==> config.mk <==
export PLATFORM = sky130hd
export DESIGN_NAME = hpu_lmdma_ctrl
export DESIGN_NICKNAME = d
export VERILOG_FILES = /design/src/rtl/hpu_pkg.sv /design/src/rtl/hpu_lmdma_rdfifo.sv /design/src/rtl/hpu_lmdma_ctrl.sv
export SDC_FILE = /design/constraint.sdc
export NUM_CORES = 1
export LEC_CHECK = 0
export ABC_AREA = 0
export CAP_MARGIN = 0
export CORE_AREA = 4 4 432 434
export CTS_CLUSTER_DIAMETER = 40
export DETAILED_ROUTE_END_ITERATION = 16
export DIE_AREA = 0 0 436 438
export HOLD_SLACK_MARGIN = 0.06
export PLACE_DENSITY = 0.52
export SLEW_MARGIN = 25
export SYNTH_ARGS = -nofsm -noshare
export SYNTH_HDL_FRONTEND = slang
export SYNTH_SLANG_ARGS = --single-unit
==> constraint.sdc <==
create_clock -name clk_i -period 18.7 [get_ports clk_i]
set_input_delay 2.805 -clock clk_i [delete_from_list [all_inputs] [get_ports clk_i]]
set_output_delay 2.805 -clock clk_i [all_outputs]
set_load 0.01 [all_outputs]
==> src/rtl/hpu_pkg.sv <==
// Shared types and widths for the HPU local-memory DMA path.
package hpu_pkg;

  localparam int LM_BEAT_WTH   = 256;
  localparam int LM_BADDR_WTH  = 18;
  localparam int LMDMA_LEN_WTH = 8;
  localparam int LM_BEAT_BYTES = 32;

  typedef struct packed {
    logic                     wr;
    logic [LM_BADDR_WTH-1:0]  addr;
    logic [LMDMA_LEN_WTH-1:0] len;
  } lmdma_cmd_t;

  typedef enum logic [1:0] {
    LMDMA_IDLE,
    LMDMA_RD,
    LMDMA_RD_DRAIN,
    LMDMA_WR
  } lmdma_state_e;

  function automatic logic [LM_BADDR_WTH-1:0] lm_beat_align(input logic [LM_BADDR_WTH-1:0] a);
    return {a[LM_BADDR_WTH-1:5], 5'b0};
  endfunction

endpackage

==> src/rtl/hpu_lmdma_rdfifo.sv <==
// Read skid FIFO: registered storage, a pushed entry becomes visible the next cycle.
module hpu_lmdma_rdfifo #(
  parameter int DEPTH = 4,
  parameter int WIDTH = 257
) (
  input  logic                         clk_i,
  input  logic                         rst_i,
  input  logic                         push_i,
  input  logic [WIDTH-1:0]             din_i,
  input  logic                         pop_i,
  output logic [WIDTH-1:0]             dout_o,
  output logic [$clog2(DEPTH+1)-1:0]   cnt_o,
  output logic                         full_o,
  output logic                         empty_o
);
  localparam int CW = $clog2(DEPTH + 1);
  localparam int PW = (DEPTH > 1) ? $clog2(DEPTH) : 1;

  logic [WIDTH-1:0] mem_q [DEPTH];
  logic [WIDTH-1:0] mem_d [DEPTH];
  logic [PW-1:0]    wptr_q, wptr_d, rptr_q, rptr_d;
  logic [CW-1:0]    cnt_q, cnt_d;
  logic             do_push, do_pop;

  function automatic logic [PW-1:0] ptr_inc(input logic [PW-1:0] p);
    return (p == PW'(DEPTH - 1)) ? '0 : p + PW'(1);
  endfunction

  always_comb begin
    do_push = push_i && (cnt_q != CW'(DEPTH));
    do_pop  = pop_i && (cnt_q != '0);
    mem_d   = mem_q;
    wptr_d  = wptr_q;
    rptr_d  = rptr_q;
    if (do_push) begin
      mem_d[wptr_q] = din_i;
      wptr_d        = ptr_inc(wptr_q);
    end
    if (do_pop) rptr_d = ptr_inc(rptr_q);
    cnt_d = cnt_q + CW'(do_push) - CW'(do_pop);
  end

  always_ff @(posedge clk_i or negedge rst_i) begin
    if (!rst_i) begin
      wptr_q <= '0;
      rptr_q <= '0;
      cnt_q  <= '0;
    end else begin
      wptr_q <= wptr_d;
      rptr_q <= rptr_d;
      cnt_q  <= cnt_d;
    end
  end

  // Payload storage needs no reset; the count gates its visibility.
  always_ff @(posedge clk_i) mem_q <= mem_d;

  assign dout_o  = mem_q[rptr_q];
  assign cnt_o   = cnt_q;
  assign full_o  = (cnt_q == CW'(DEPTH));
  assign empty_o = (cnt_q == '0);

endmodule

==> src/rtl/hpu_lmdma_ctrl.sv <==
// Burst controller: one command becomes per-beat local-memory reads or writes.
// States: IDLE wait cmd | RD issue reads | RD_DRAIN wait last pop | WR stream writes.
module hpu_lmdma_ctrl
  import hpu_pkg::*;
#(
  parameter int FIFO_DEP = 4,
  parameter int LEN_WTH  = 8
) (
  input  logic                     clk_i,
  input  logic                     rst_i,
  input  logic                     cmd_vld_i,
  output logic                     cmd_rdy_o,
  input  logic                     cmd_wr_i,
  input  logic [LM_BADDR_WTH-1:0]  cmd_addr_i,
  input  logic [LEN_WTH-1:0]       cmd_len_i,
  input  logic                     wdat_vld_i,
  output logic                     wdat_rdy_o,
  input  logic [LM_BEAT_WTH-1:0]   wdat_i,
  input  logic [7:0]               wstrb_i,
  output logic                     rdat_vld_o,
  input  logic                     rdat_rdy_i,
  output logic [LM_BEAT_WTH-1:0]   rdat_o,
  output logic                     rdat_last_o,
  output logic                     done_o,
  output logic                     mem_re_o,
  output logic [LM_BADDR_WTH-1:0]  mem_raddr_o,
  input  logic [LM_BEAT_WTH-1:0]   mem_rdata_i,
  input  logic                     mem_rdata_act_i,
  output logic                     mem_we_o,
  output logic [LM_BADDR_WTH-1:0]  mem_waddr_o,
  output logic [LM_BEAT_WTH-1:0]   mem_wdata_o,
  output logic [7:0]               mem_wstrb_o
);
  localparam int             CW    = $clog2(FIFO_DEP + 1);
  localparam logic [CW:0]    DEP_C = (CW + 1)'(FIFO_DEP);

  lmdma_state_e             state_q, state_d;
  logic [LM_BADDR_WTH-1:0]  addr_q, addr_d;
  logic [LEN_WTH-1:0]       remain_q, remain_d;
  logic [CW-1:0]            inflight_q, inflight_d;
  lmdma_cmd_t               cmd;
  logic [CW-1:0]            fifo_cnt;
  logic                     fifo_full, fifo_empty;
  logic [LM_BEAT_WTH:0]     fifo_dout;
  logic                     credit_ok, push_last, rd_pop;

  assign cmd = '{wr: cmd_wr_i, addr: lm_beat_align(cmd_addr_i), len: LMDMA_LEN_WTH'(cmd_len_i)};

  // Reserve a FIFO slot for every read in the memory pipeline before issuing another.
  assign credit_ok = (({1'b0, inflight_q} + {1'b0, fifo_cnt}) < DEP_C) && !fifo_full;
  assign push_last = (state_q == LMDMA_RD_DRAIN) && (inflight_q == CW'(1));
  assign rd_pop    = !fifo_empty && rdat_rdy_i;

  always_comb begin
    state_d    = state_q;
    addr_d     = addr_q;
    remain_d   = remain_q;
    cmd_rdy_o  = 1'b0;
    wdat_rdy_o = 1'b0;
    mem_re_o   = 1'b0;
    mem_we_o   = 1'b0;
    done_o     = 1'b0;
    case (state_q)
      LMDMA_IDLE: begin
        cmd_rdy_o = 1'b1;
        if (cmd_vld_i) begin
          addr_d   = cmd.addr;
          remain_d = LEN_WTH'(cmd.len);
          state_d  = cmd.wr ? LMDMA_WR : LMDMA_RD;
        end
      end
      LMDMA_RD: begin
        if (credit_ok) begin
          mem_re_o = 1'b1;
          addr_d   = addr_q + LM_BADDR_WTH'(LM_BEAT_BYTES);
          remain_d = remain_q - LEN_WTH'(1);
          if (remain_q == '0) state_d = LMDMA_RD_DRAIN;
        end
      end
      LMDMA_RD_DRAIN: begin
        if (rd_pop && fifo_dout[LM_BEAT_WTH] && (inflight_q == '0)) begin
          done_o  = 1'b1;
          state_d = LMDMA_IDLE;
        end
      end
      LMDMA_WR: begin
        wdat_rdy_o = 1'b1;
        if (wdat_vld_i) begin
          mem_we_o = 1'b1;
          addr_d   = addr_q + LM_BADDR_WTH'(LM_BEAT_BYTES);
          remain_d = remain_q - LEN_WTH'(1);
          if (remain_q == '0) begin
            done_o  = 1'b1;
            state_d = LMDMA_IDLE;
          end
        end
      end
      default: state_d = LMDMA_IDLE;
    endcase
  end

  always_comb begin
    inflight_d = inflight_q;
    if (mem_re_o && !mem_rdata_act_i)      inflight_d = inflight_q + CW'(1);
    else if (!mem_re_o && mem_rdata_act_i) inflight_d = inflight_q - CW'(1);
  end

  always_ff @(posedge clk_i or negedge rst_i) begin
    if (!rst_i) begin
      state_q    <= LMDMA_IDLE;
      addr_q     <= '0;
      remain_q   <= '0;
      inflight_q <= '0;
    end else begin
      state_q    <= state_d;
      addr_q     <= addr_d;
      remain_q   <= remain_d;
      inflight_q <= inflight_d;
    end
  end

  hpu_lmdma_rdfifo #(
    .DEPTH (FIFO_DEP),
    .WIDTH (LM_BEAT_WTH + 1)
  ) u_rdfifo (
    .clk_i   (clk_i),
    .rst_i   (rst_i),
    .push_i  (mem_rdata_act_i),
    .din_i   ({push_last, mem_rdata_i}),
    .pop_i   (rd_pop),
    .dout_o  (fifo_dout),
    .cnt_o   (fifo_cnt),
    .full_o  (fifo_full),
    .empty_o (fifo_empty)
  );

  assign rdat_vld_o  = !fifo_empty;
  assign rdat_o      = fifo_empty ? '0 : fifo_dout[LM_BEAT_WTH-1:0];
  assign rdat_last_o = !fifo_empty && fifo_dout[LM_BEAT_WTH];
  assign mem_raddr_o = addr_q;
  assign mem_waddr_o = addr_q;
  assign mem_wdata_o = mem_we_o ? wdat_i : '0;
  assign mem_wstrb_o = mem_we_o ? wstrb_i : '0;

endmodule

==> out/summary.md, run 1 <==
The run finished with clean final reports. The post-synthesis cell count was 2185; the number of top-level pins was 1116. Setup total negative slack on the finished layout was measured at 0 ns. The tools report the max-slew violation total from the final report as 0. The time the worst path needs with I/O delays and setup works out to 8.81 ns. The number of synthesized flops with an enable pin was 1028. The total overflow left after global routing is 0. The count of endpoints failing hold in the final timing report was 0; the internal portion of total power was 6.98 mW. Power spread over the standard cell area amounts to 164 nW/um^2. Root cell of the clock tree: clkbuf_16. The maximum count of clock buffers along a single path is 3, and the worst slack after detailed placement is 9.89 ns. The layout cell share with drive strength beyond 1 was 16.7%. Between clock sinks in the finished design, the worst skew comes to 0.0694 ns.

TritonCTS built the clock tree. Counting flops and latches in the post-synthesis netlist gives 1061. The total area inside the core boundary comes to 183000 um^2.

The startpoint of the worst hold path was inflight_q[2]$_DFFE_PN0P_. The analysis attributes to cell leakage a power of 20.5 nW. The floorplan row count was 157; the H-tree level count was 4. The tool flagged a number of max-cap violations equal to 0.

After detailed routing, the average wire length per cell comes to 30.5 um. The logs give 167 for the total CTS buffers and 23.4% for the effective utilization at floorplan. The class of the worst hold path is flop to flop.

In this run the cell area measured after placement is 56400 um^2. The detailed-route DRC error count came out at 0. The worst path uses 47.1% of the clock period. The first-pass detailed-route iteration total is 5. Entering global routing, the biggest net connects 150 pins. The tools report the startpoint of the lowest-slack register-to-register path as u_rdfifo.cnt_o[2]$_DFF_PN0_. The part of the total power dissipated in combinational logic is 37.1%. The number of vias per cell after detailed routing was 4.29. The element type at the critical path end is an output pin.

Category of the most critical setup path: input port to output pin. From left edge to right edge, the die measures 436 um. For this run, the number of Yosys warnings is 0. Averaged over all synthesized cells, the footprint is 19.6 um^2. The largest fanout on the critical path came out at 149.

Once layout is complete, the utilization of the core stands at 34.3%. For the pin with the worst max-slew slack, the measured transition is 1.06 ns. Of all flip-flops after synthesis, the portion carrying an async set or reset was 3.11%. The top achievable clock speed was 0.113 GHz. Setup repair after global routing left no endpoint under its margin. Post-CTS repair changed the size of 0 cells. In this run the remaining antenna-violating nets after routing total 0. The port buffer count was 1100.

In this run the tightest slew margin relative to its limit is 29.6%. After clock tree synthesis, the setup repair step added 0 buffers. The first global-routing pass estimated 243 mm of wire. The run gives 184 mm as the final wirelength. Via count of the first global-routing pass: 26800.

The total routing resource utilization after global routing is 18.7%. The worst hold margin came out at 0.517 ns. The proportion of power drawn by the clock network came out at 30.8%.

The share of the Yosys chip area taken by registers is 74.1%. In the final design database the tool counted 3911 nets. After synthesis the cells add up to 42700 um^2. The endpoint arrival time on the critical path is 6.01 ns, and the net switching power is 3.29 mW. Buffers inserted to repair hold after CTS numbered 0.

Summing all non-filler instances in the final layout gives an area of 62700 um^2. From synthesis to final layout, the design area changed by 46.7%. The floorplan step set the die height to 438 um. IR analysis of the VDD net gives a maximum drop of 0.111 mV. For this run, the leading register cell type out of synthesis is edfxtp_1.

Nature of the critical path startpoint: an input port. For the initial antenna violation count, the log shows 157. Tracing the worst setup path back leads to its startpoint at wdat_vld_i. The final setup violation count is 0, and the clock input transition at the sequential cells of the worst setup and hold paths is 0.05 ns. The synthesized netlist contains 54 unique library cells.

The via count was 25900; the data required time at the worst endpoint was 15.89 ns. At the end of routability-driven placement, the weighted congestion stood at 0.955. The total die area was 191000 um^2; the switching portion of total power was 32.0%. The tools report the detailed placement HPWL as 139 mm.

For this design, the sink count on the clock tree is 1061. After the first detailed-routing iteration, the DRC count stood at 1504. The sequential fraction of design power was 32.1%; the later-pin clock latency in the skew report was 0.80 ns.

The final worst setup slack was 9.89 ns.
[cell families (layout without fill, tap and decap cells)]
group | Yosys count | in the layout | synth area share, %
buffers and inverters | 170 | 1460 | 1.78
adder cells (fa/ha/maj) | 17 | 17 | 0.515
flip-flops | 1061 | 1061 | 74.1
other | 1 | 179 | 0.00877
XOR/XNOR | 5 | 5 | 0.102
multiplexers | 263 | 263 | 13.7
AND/OR/NAND/NOR | 608 | 608 | 8.70
AO/OA/AOI/OAI | 60 | 60 | 1.06
[sequential cells by signal, indices dropped and copies added (netlist names)]
name,flops
state_q,2
u_rdfifo.wptr_q,2
remain_q,8
u_rdfifo.cnt_o,3
inflight_q,3
u_rdfifo.mem_q,1028
u_rdfifo.rptr_q,2
mem_raddr_o,13
[metal layers]
layer  GRT usage (%)  vias up  wire (um)
li1                -    11100          -
met5               0        -        200
met4            10.6       30      12800
met3            5.36      460      11300
met1            16.6    13200      55700
met2            37.2     1104     104000
[cell type report]
| cell class | instances | area, um^2 |
|---|---|---|
| diodes | 169 | 423 |
| fillers | 17600 | 120000 |
| flip-flops and latches | 1061 | 31700 |
| well taps | 2385 | 2980 |
| clock buffers | 178 | 4220 |
| clock inverters | 134 | 1670 |
| repair buffers | 1126 | 11300 |
| multi-input cells | 963 | 10300 |
| inverters | 22 | 87.6 |
[cells in the final DEF (no fill, tap or decap), drive strengths merged, types with 3 or more instances in the layout]
cell type	count
inv	57
dfrtp	33
clkbuf	178
xnor2	3
nor2	20
nor3	7
clkinv	62
nor3b	3
and2	527
nor4	5
bufinv	17
mux4	257
o22a	3
and3	4
clkinvlp	20
a2bb2oi	6
diode	169
nand3	14
o211a	3
ha	16
clkdlybuf4s50	1099
a31oi	3
or3	3
buf	27
o32a	3
o21ai	8
a21oi	14
nand4	5
edfxtp	1028
mux2i	4
o22ai	4
conb	10
nand2	12
[worst max-delay path, stage by stage]
cell and delay, ns:
clkdlybuf4s50_1 0.50, nand3_1 0.24, inv_6 0.63, buf_4 0.79
and2_1 0.25, clkdlybuf4s50_1 0.55
[synth_stat cells, drive strengths merged, types with 3 or more instances]
| master | number | area, um^2 |
|---|---|---|
| o22a | 3 | 26.3 |
| nand3 | 14 | 70.1 |
| ha | 16 | 200 |
| nor2 | 20 | 75.1 |
| mux4 | 257 | 5790 |
| inv | 22 | 82.6 |
| o32a | 3 | 30.0 |
| o21ai | 8 | 40.0 |
| o22ai | 4 | 25.0 |
| nor4 | 5 | 31.3 |
| a31oi | 3 | 18.8 |
| xnor2 | 3 | 26.3 |
| nand2 | 12 | 45.0 |
| and2 | 527 | 3300 |
| and3 | 4 | 25.0 |
| or3 | 3 | 18.8 |
| a2bb2oi | 6 | 52.6 |
| nand4 | 5 | 31.3 |
| nor3b | 3 | 22.5 |
| o211a | 3 | 30.0 |
| mux2i | 4 | 40.0 |
| nor3 | 7 | 35.0 |
| clkbuf | 86 | 323 |
| edfxtp | 1028 | 30900 |
| a21oi | 14 | 70.1 |
| buf | 62 | 357 |
| dfrtp | 33 | 826 |
[per-stage QoR]
step	cells	power (mW)
finish	6038	10.3
global route	6019	10.7
CTS	5869	10.5
detailed placement	5557	7.27
global placement	5557	7.27
floorplan	2194	5.28
[power groups by stage]
stage / Sequential [mW] / Clock [mW] / Combinational [mW]
2_1_floorplan: 3.38 / 0 / 1.90
6_report: 3.30 / 3.16 / 3.81
4_1_cts: 3.30 / 3.24 / 3.94
5_1_grt: 3.33 / 3.36 / 4.05
3_3_place_gp: 3.33 / 0 / 3.94
3_5_place_dp: 3.35 / 0 / 3.92
[path summary, 6_finish.rpt]
path / depth (start not counted) / slack (ns) / to
hold / removal: 1 / 0.52 / inflight_q[2]$_DFFE_PN0P_
min in group asynchronous: 1 / 2.14 / inflight_q[0]$_DFFE_PN0P_
hold reg to reg: 1 / 0.52 / inflight_q[2]$_DFFE_PN0P_
setup / recovery: 6 / 9.89 / mem_wdata_o[38]
max in group asynchronous: 1 / 15.85 / u_rdfifo.rptr_q[1]$_DFFE_PN0P_
setup reg to reg: 4 / 15.35 / u_rdfifo.mem_q[477]$_DFFE_PP_
(Power assumes the default switching activity.)
==> inputs of run 2 (changes only) <==
--- a/config.mk
+++ b/config.mk
@@ -7,12 +7,12 @@
 export LEC_CHECK = 0
 export ABC_AREA = 0
 export CAP_MARGIN = 0
-export CORE_AREA = 4 4 432 434
+export CORE_AREA = 4 4 437 439
 export CTS_CLUSTER_DIAMETER = 40
 export DETAILED_ROUTE_END_ITERATION = 16
-export DIE_AREA = 0 0 436 438
+export DIE_AREA = 0 0 441 443
 export HOLD_SLACK_MARGIN = 0.06
-export PLACE_DENSITY = 0.52
+export PLACE_DENSITY = 0.53
 export SLEW_MARGIN = 25
 export SYNTH_ARGS = -nofsm -noshare
 export SYNTH_HDL_FRONTEND = slang
==> constraint.sdc (replaced) <==
create_clock -name clk_i -period 7.6 [get_ports clk_i]
set_input_delay 1.14 -clock clk_i [delete_from_list [all_inputs] [get_ports clk_i]]
set_output_delay 1.14 -clock clk_i [all_outputs]
set_load 0.01 [all_outputs]
==> run 2 against run 1 <==
Effect of this change: sequential power grew 140%; worst hold slack lost 0.088 ns; critical path depth is the same; non-clock buffer count grew 2; final cell count grew 2.6%; clock power grew 140%.
==> out/summary.md, run 2 (synthesis gave the netlist of run 1 again) <==
The run finished with clean final reports. After detailed routing, the number of vias per cell comes to 4.21. The class of the worst hold path is input port to async pin. In the final timing run, aggregate negative setup slack is 0 ns. The final period utilization came out at 66.0%.

The switching portion of total power came out at 31.3%. Buffers inserted during clock tree synthesis total 170. Cells with a size suffix above 1 make up 16.5% of the layout. Floorplan row count: 159.

Fill cells in the final layout number 18000. For this run the aggregate overflow at the end of global routing stands at 0. The routed design could run at a clock period as short as 5.02 ns. The initial utilization of the core area, before any placement, comes to 22.8%.

The proportion of power drawn by the clock network was 30.5%; the number of buffers and inverters on the critical path was 4. The internal portion of total power is 17.3 mW. The static leakage power was 20.6 nW. VDD sags by at most 0.271 mV.

The first-pass GRT wire length was 237 mm; the number of gates given a new drive strength after cts was 0. The tool flagged a number of max-cap violations equal to 0. For the final database, setup skew stands at 0.0605 ns.

At the placement stage, the worst setup path has a slack of 2.59 ns. The average wire per cell in the routed design works out to 29.0 um. The register with the most flip-flops in the final layout is u_rdfifo.mem_q. The initial antenna violation count was 152. The net switching power came out at 7.87 mW. The remaining max-slew budget at the tightest pin is 38.5%, and the slew of the pin with the lowest slew margin is 0.923 ns. The die covers 195000 um^2. The routed layout has 26100 vias.

Global routing consumed, over all layers together, 18.0% of the routing resources. The y dimension of the die was 443 um. Clock tree synthesis selected as its root buffer the cell clkbuf_16. The sequential fraction of design power is 32.0%, and the later-pin clock latency in the skew report is 0.81 ns. In the final design database the tool counted 3916 nets.

The tools report the max-slew violation total from the final report as 0. After layout, the worst setup slack is 2.58 ns. The clock input transition at the sequential cells of the worst setup and hold paths was 0.05 ns. The critical path in this run is classified as input port to output pin.

For the count of endpoints failing hold in the final timing report, the log shows 0. Commonest non-fill, non-tap cell in the layout: clkdlybuf4s50_1. Entering global routing, the biggest net connects 147 pins. Critical path's slowest cell: inv_6.

The top cell types in the final layout, fill and taps aside, are clkdlybuf4s50_1 (1099), edfxtp_1 (1028), and2_1 (523), mux4_2 (257), clkbuf_16 (172). The port buffer count works out to 1100. Core region area: 187000 um^2. Global placement routability congestion: 1.04.

TritonCTS built the clock tree. Most numerous cell on the critical path: clkdlybuf4s50_1. Along the worst path, the maximum fanout reaches 146.

Post-CTS timing repair inserted 0 buffers for setup. The number of flip-flops in the largest register works out to 1028. At the worst endpoint, the required time is 6.46 ns. Via count of the first global-routing pass: 26500.

The area growth from synthesis to final layout is 47.3%, and the endpoint arrival time on the critical path is 3.88 ns. The detailed-route DRC error count came out at 0. The tools report the nature of the critical path startpoint as an input port. Setup repair after global routing left no endpoint under its margin.

The maximum cell stage delay along the critical path was 0.65 ns; the final setup violation count was 0. Buffers inserted to repair hold after CTS numbered 0. Among cell families on the critical path, the largest total delay comes from buffers and inverters.

The overall die width is 441 um, and the initial DRC count is 1464. After detailed routing, the total wire length is 180 mm. The detail route stage leaves a number of antenna-violating nets equal to 0.

The total clock sinks came out at 1061. The cell area power density came out at 399 nW/um^2. STA classifies the critical path endpoint as an output pin.

The critical path goes through clkdlybuf4s50_1, nand3_1, inv_6, buf_12, and2_1, clkdlybuf4s50_1. For this run, the detailed router's first-pass iteration total came to 5. Part of the total power dissipated in combinational logic: 37.5%. The number of top-level pins is 1116. Measured on the finished design, the core utilization comes to 33.6%. No sink is reached through more buffers than the 3 on the longest clock path.

The tools report the top achievable clock speed as 0.199 GHz. In this run the number of H-tree levels came out at 4. Once detailed placement completed, the half-perimeter wirelength came to 131 mm.
## run 2: changes by cell type in the layout (fill, tap and decap cells not counted), sizes merged
| cell | delta |
|---|---|
| diode | +49 |
| inv | -16 |
| clkbuf | +11 |
| clkinv | +4 |
| clkinvlp | -4 |
| buf | +2 |
| bufinv | +1 |
## run 2: metrics by stage
stage | hold WS [ns] | cell area, um^2 | power (mW) | cells
finish | 0.429 | 63000 | 25.2 | 6195
global route | 0.434 | 62900 | 26.3 | 6172
CTS | 0.365 | 62400 | 25.6 | 5976
detailed placement | 0.496 | 56600 | 17.8 | 5668
global placement | 0.498 | 56600 | 17.8 | 5668
floorplan | 0.470 | 42800 | 12.8 | 2194
## run 2: layout make-up
cell class	count	area, um^2	share of cell area, %
clock inverters	119	1410	2.23
inverters	22	87.6	0.139
repair buffers	1128	11400	18.1
multi-input cells	963	10300	16.4
diodes	218	546	0.866
flip-flops and latches	1061	31700	50.3
clock buffers	189	4370	6.94
well taps	2495	3120	4.96
## run 2: worst paths after layout
| check | cells after the start | to | slack [ns] | startpoint |
|---|---|---|---|---|
| max reg2reg | 4 | u_rdfifo.mem_q[328]$_DFFE_PP_ | 4.56 | u_rdfifo.cnt_o[2]$_DFF_PN0_ |
| min | 1 | mem_raddr_o[16]$_DFFE_PN0P_ | 0.43 | rst_i |
| min reg2reg | 1 | inflight_q[2]$_DFFE_PN0P_ | 0.51 | inflight_q[2]$_DFFE_PN0P_ |
| min in group clk_i | 1 | inflight_q[2]$_DFFE_PN0P_ | 0.51 | inflight_q[2]$_DFFE_PN0P_ |
| max in group asynchronous | 1 | u_rdfifo.rptr_q[1]$_DFFE_PN0P_ | 6.54 | rst_i |
| max | 6 | mem_wstrb_o[5] | 2.58 | wdat_vld_i |
## run 2: power by group through the flow
stage / Combinational (mW) / Clock [mW] / Sequential, mW
2_1_floorplan: 4.68 / 0 / 8.13
3_3_place_gp: 9.64 / 0 / 8.15
3_5_place_dp: 9.61 / 0 / 8.20
4_1_cts: 9.65 / 7.88 / 8.09
5_1_grt: 10.1 / 8.14 / 8.12
6_report: 9.44 / 7.68 / 8.04
## run 2: worst reg2reg max path, cell delays in order (launching register included)
cell	delay, ns
dfrtp_1	0.45
nor3b_1	0.23
nor2_1	0.49
and2_4	0.64
buf_12	0.47
## run 2: routing by layer
| metal | up-vias | part of all wire (%) | GRT usage (%) |
|---|---|---|---|
| li1 | 11100 | - | - |
| met1 | 13400 | 29 | 15.7 |
| met2 | 1117 | 55 | 32.2 |
| met3 | 420 | 7.1 | 5.83 |
| met4 | 32 | 8.6 | 16.4 |
| met5 | - | 0.11 | 0 |
==> inputs of run 3 (changes only) <==
--- a/config.mk
+++ b/config.mk
@@ -7,12 +7,12 @@
 export LEC_CHECK = 0
 export ABC_AREA = 0
 export CAP_MARGIN = 0
-export CORE_AREA = 4 4 437 439
+export CORE_AREA = 4 4 432 434
 export CTS_CLUSTER_DIAMETER = 40
 export DETAILED_ROUTE_END_ITERATION = 16
-export DIE_AREA = 0 0 441 443
+export DIE_AREA = 0 0 436 438
 export HOLD_SLACK_MARGIN = 0.06
-export PLACE_DENSITY = 0.53
+export PLACE_DENSITY = 0.52
 export SLEW_MARGIN = 25
 export SYNTH_ARGS = -nofsm -noshare
 export SYNTH_HDL_FRONTEND = slang
==> constraint.sdc (replaced) <==
create_clock -name clk_i -period 4.7 [get_ports clk_i]
set_input_delay 0.705 -clock clk_i [delete_from_list [all_inputs] [get_ports clk_i]]
set_output_delay 0.705 -clock clk_i [all_outputs]
set_load 0.01 [all_outputs]
==> run 3 against run 2 <==
Effect of this change: setup slack lost 2.1 ns; critical path type is now flop to output pin; final cell count grew 0.66%; clock power grew 52%; count of clock-buffer cells in the layout shrank 11; design area grew 0.50%; first-iteration DRC count shrank 2.9%; wire length grew 5.4%; clock skew shrank 0.029 ns; die area shrank 2.2%; register-to-register slack lost 2.6 ns; sequential cell count is the same; largest cell class unchanged.
==> out/summary.md, run 3 (synthesis gave the netlist of run 1 again) <==
The register with the most flip-flops in the layout has 1028 of them. The commonest non-fill, non-tap cell in the layout was clkdlybuf4s50_1. Across every metal layer, demand over resource in global routing totals 19.2%.

Class of the worst hold path: flop to flop. The maximum clock skew at final layout came out at 0.0312 ns. The first global-routing pass estimated 248 mm of wire. The final period utilization works out to 89.4%. For the max-slew violation total from the final report, the log shows 0.

For this run, the detailed router's first-pass iteration total came to 4. The worst-case IR drop observed on VDD is 0.379 mV. More flip-flops sit in one register than any other, and that register is u_rdfifo.mem_q. In this run the tightest slew margin relative to its limit is 36.7%. Setup repair after global routing left no endpoint under its margin.

In this run the tool buffered the top-level ports with 1100 buffer cells. The area growth from synthesis to final layout came out at 48.0%. Cells fill 34.6% of the core in the end. Once the clock tree was built, the setup fixing pass inserted 0 buffers. Once placement completed, the tool counted placed cells totaling 5619. The element type at the critical path end was an output pin. The core region area came out at 183000 um^2.

For this configuration, the core starts out at a cell density of 23.4%. Switching portion of total power: 31.7%. The pin count of the biggest net entering global routing is 75, and the total number of nets in the final design is 3962.

The library cells used most frequently in the layout, excluding fill and tap cells, are clkdlybuf4s50_1 (1099), edfxtp_1 (1028), and2_1 (523), mux4_2 (257), clkbuf_16 (156). Power spread over the standard cell area amounts to 641 nW/um^2. Max-cap violations in this run came to 0. Proportion of power drawn by the clock network: 28.9%. At the worst endpoint, the required time is 3.99 ns. The initial antenna violation count is 103, and the sequential fraction of design power is 32.1%. Root cell of the clock tree: clkbuf_16. The top achievable clock speed was 0.238 GHz; the detailed placement HPWL was 148 mm. The number of top-level pins is 1116, and the via count of the first global-routing pass is 27200. The critical path is of the flop to output pin type.

After layout, the design draws a total of 40.6 mW. Clock-pin slew was measured on the worst setup and hold paths at 0.05 ns. The y dimension of the die works out to 438 um. The run gives 0.78 ns as the later-pin clock latency in the skew report. Cell count of the worst reg-to-reg path: 5.

For the worst hold margin, the log shows 0.510 ns. In the final timing run, aggregate negative setup slack is 0 ns. The endpoint arrival time on the critical path came out at 3.50 ns. The largest fanout on the critical path was 6.

Wires add up to 190 mm. TritonCTS built the clock tree. Summed over all layers, the global routing overflow is 0. The internal portion of total power came out at 27.7 mW. Summed over all nets, the switching power comes to 12.9 mW.

The number of cells on the worst hold path was 1; the total CTS buffers was 155. The part of the total power dissipated in combinational logic came out at 39.0%. The worst setup path is launched from a flop. For this design the static power due to leakage is 20.7 nW.

The detail route stage leaves a number of antenna-violating nets equal to 0. Routability-driven placement finished with a final weighted congestion of 1.00. The clock passes through at most 3 buffers.

Measured along the x axis, the die boundary spans 436 um. The floorplan row count was 157; the H-tree level count was 4. For this run, design rule violations remaining after detail routing come to 0. The final setup violation count was 0. The smallest clock period supported by the final layout is computed as 4.20 ns.

The average wire per cell in the routed design works out to 30.4 um. The count of cells in the finished layout, fillers not included, comes to 6236. Via count: 26300.

Dividing the detail-routed via count by the number of cells gives 4.21. The slew of the pin with the lowest slew margin is 0.946 ns, and the layout cell share with drive strength beyond 1 is 17.3%. The clock net in this run drives a total of 1061 sinks. The run finished with clean final reports.

The run gives 0 as the count of endpoints failing hold in the final timing report. The logs give 1422 for the initial DRC count and 191000 um^2 for the total die area.
==> run 3: cell types whose count changed in the layout (fill, tap and decap cells not counted), sizes merged <==
cell,delta
buf,+60
bufinv,+2
clkbuf,-11
clkinv,-14
clkinvlp,-1
diode,+112
dlygate4sd3,+1
inv,+2
==> run 3: final cells by class <==
type                    instances  area [um^2]
fillers                     17600       119000
flip-flops and latches       1061        31700
repair buffers               1189        12000
multi-input cells             963        10300
clock buffers                 178         3990
well taps                    2385         2980
clock inverters               108         1330
diodes                        330          826
inverters                      22         87.6
==> run 3: per-layer routing <==
metal  vias to the layer above  part of all wire [%]  GRT usage, %
met4                        16                   8.4          15.9
met2                       996                    56          36.1
met5                         -                 0.063             0
li1                      11400                     -             -
met3                       355                   6.1          5.61
met1                     13600                    30          16.7
==> run 3: critical path, stage by stage (launching register included) <==
cell and delay (ns):
dfrtp_1 0.46, ha_1 0.22, or4b_4 0.54, or4_1 0.63
inv_1 0.14, clkdlybuf4s50_1 0.75
==> run 3: power by group through the flow <==
stage	Combinational, mW	Clock, mW	Sequential [mW]
global placement	16.3	0	13.1
CTS	16.3	12.0	13.0
global route	16.8	12.5	13.2
detailed placement	16.2	0	13.2
floorplan	7.56	0	13.1
finish	15.8	11.7	13.0
==> run 3: path summary, 6_finish.rpt <==
check / slack [ns] / to / startpoint
max in group asynchronous: 3.34 / u_rdfifo.rptr_q[0]$_DFFE_PN0P_ / rst_i
max reg2reg: 1.91 / remain_q[7]$_DFFE_PN0P_ / u_rdfifo.cnt_o[1]$_DFF_PN0_
min: 0.51 / inflight_q[2]$_DFFE_PN0P_ / inflight_q[2]$_DFFE_PN0P_
max: 0.50 / mem_re_o / u_rdfifo.cnt_o[1]$_DFF_PN0_
min in group asynchronous: 0.68 / mem_raddr_o[8]$_DFFE_PN0P_ / rst_i
min reg2reg: 0.51 / inflight_q[2]$_DFFE_PN0P_ / inflight_q[2]$_DFFE_PN0P_
==> run 3: through the flow <==
step / cell area (um^2) / setup WS, ns
finish: 63300 / 0.500
global route: 63200 / 0.315
CTS: 62500 / 0.359
detailed placement: 57100 / 0.895
floorplan: 42800 / -0.00271
global placement: 57100 / 0.887
==> run 3: repair_timing <==
item                                    4_1_cts  5_1_grt
endpoints found under the setup margin        0        0
hold buffers                                  1        0
resized for setup                             0        0
endpoints found under the hold margin        33        0
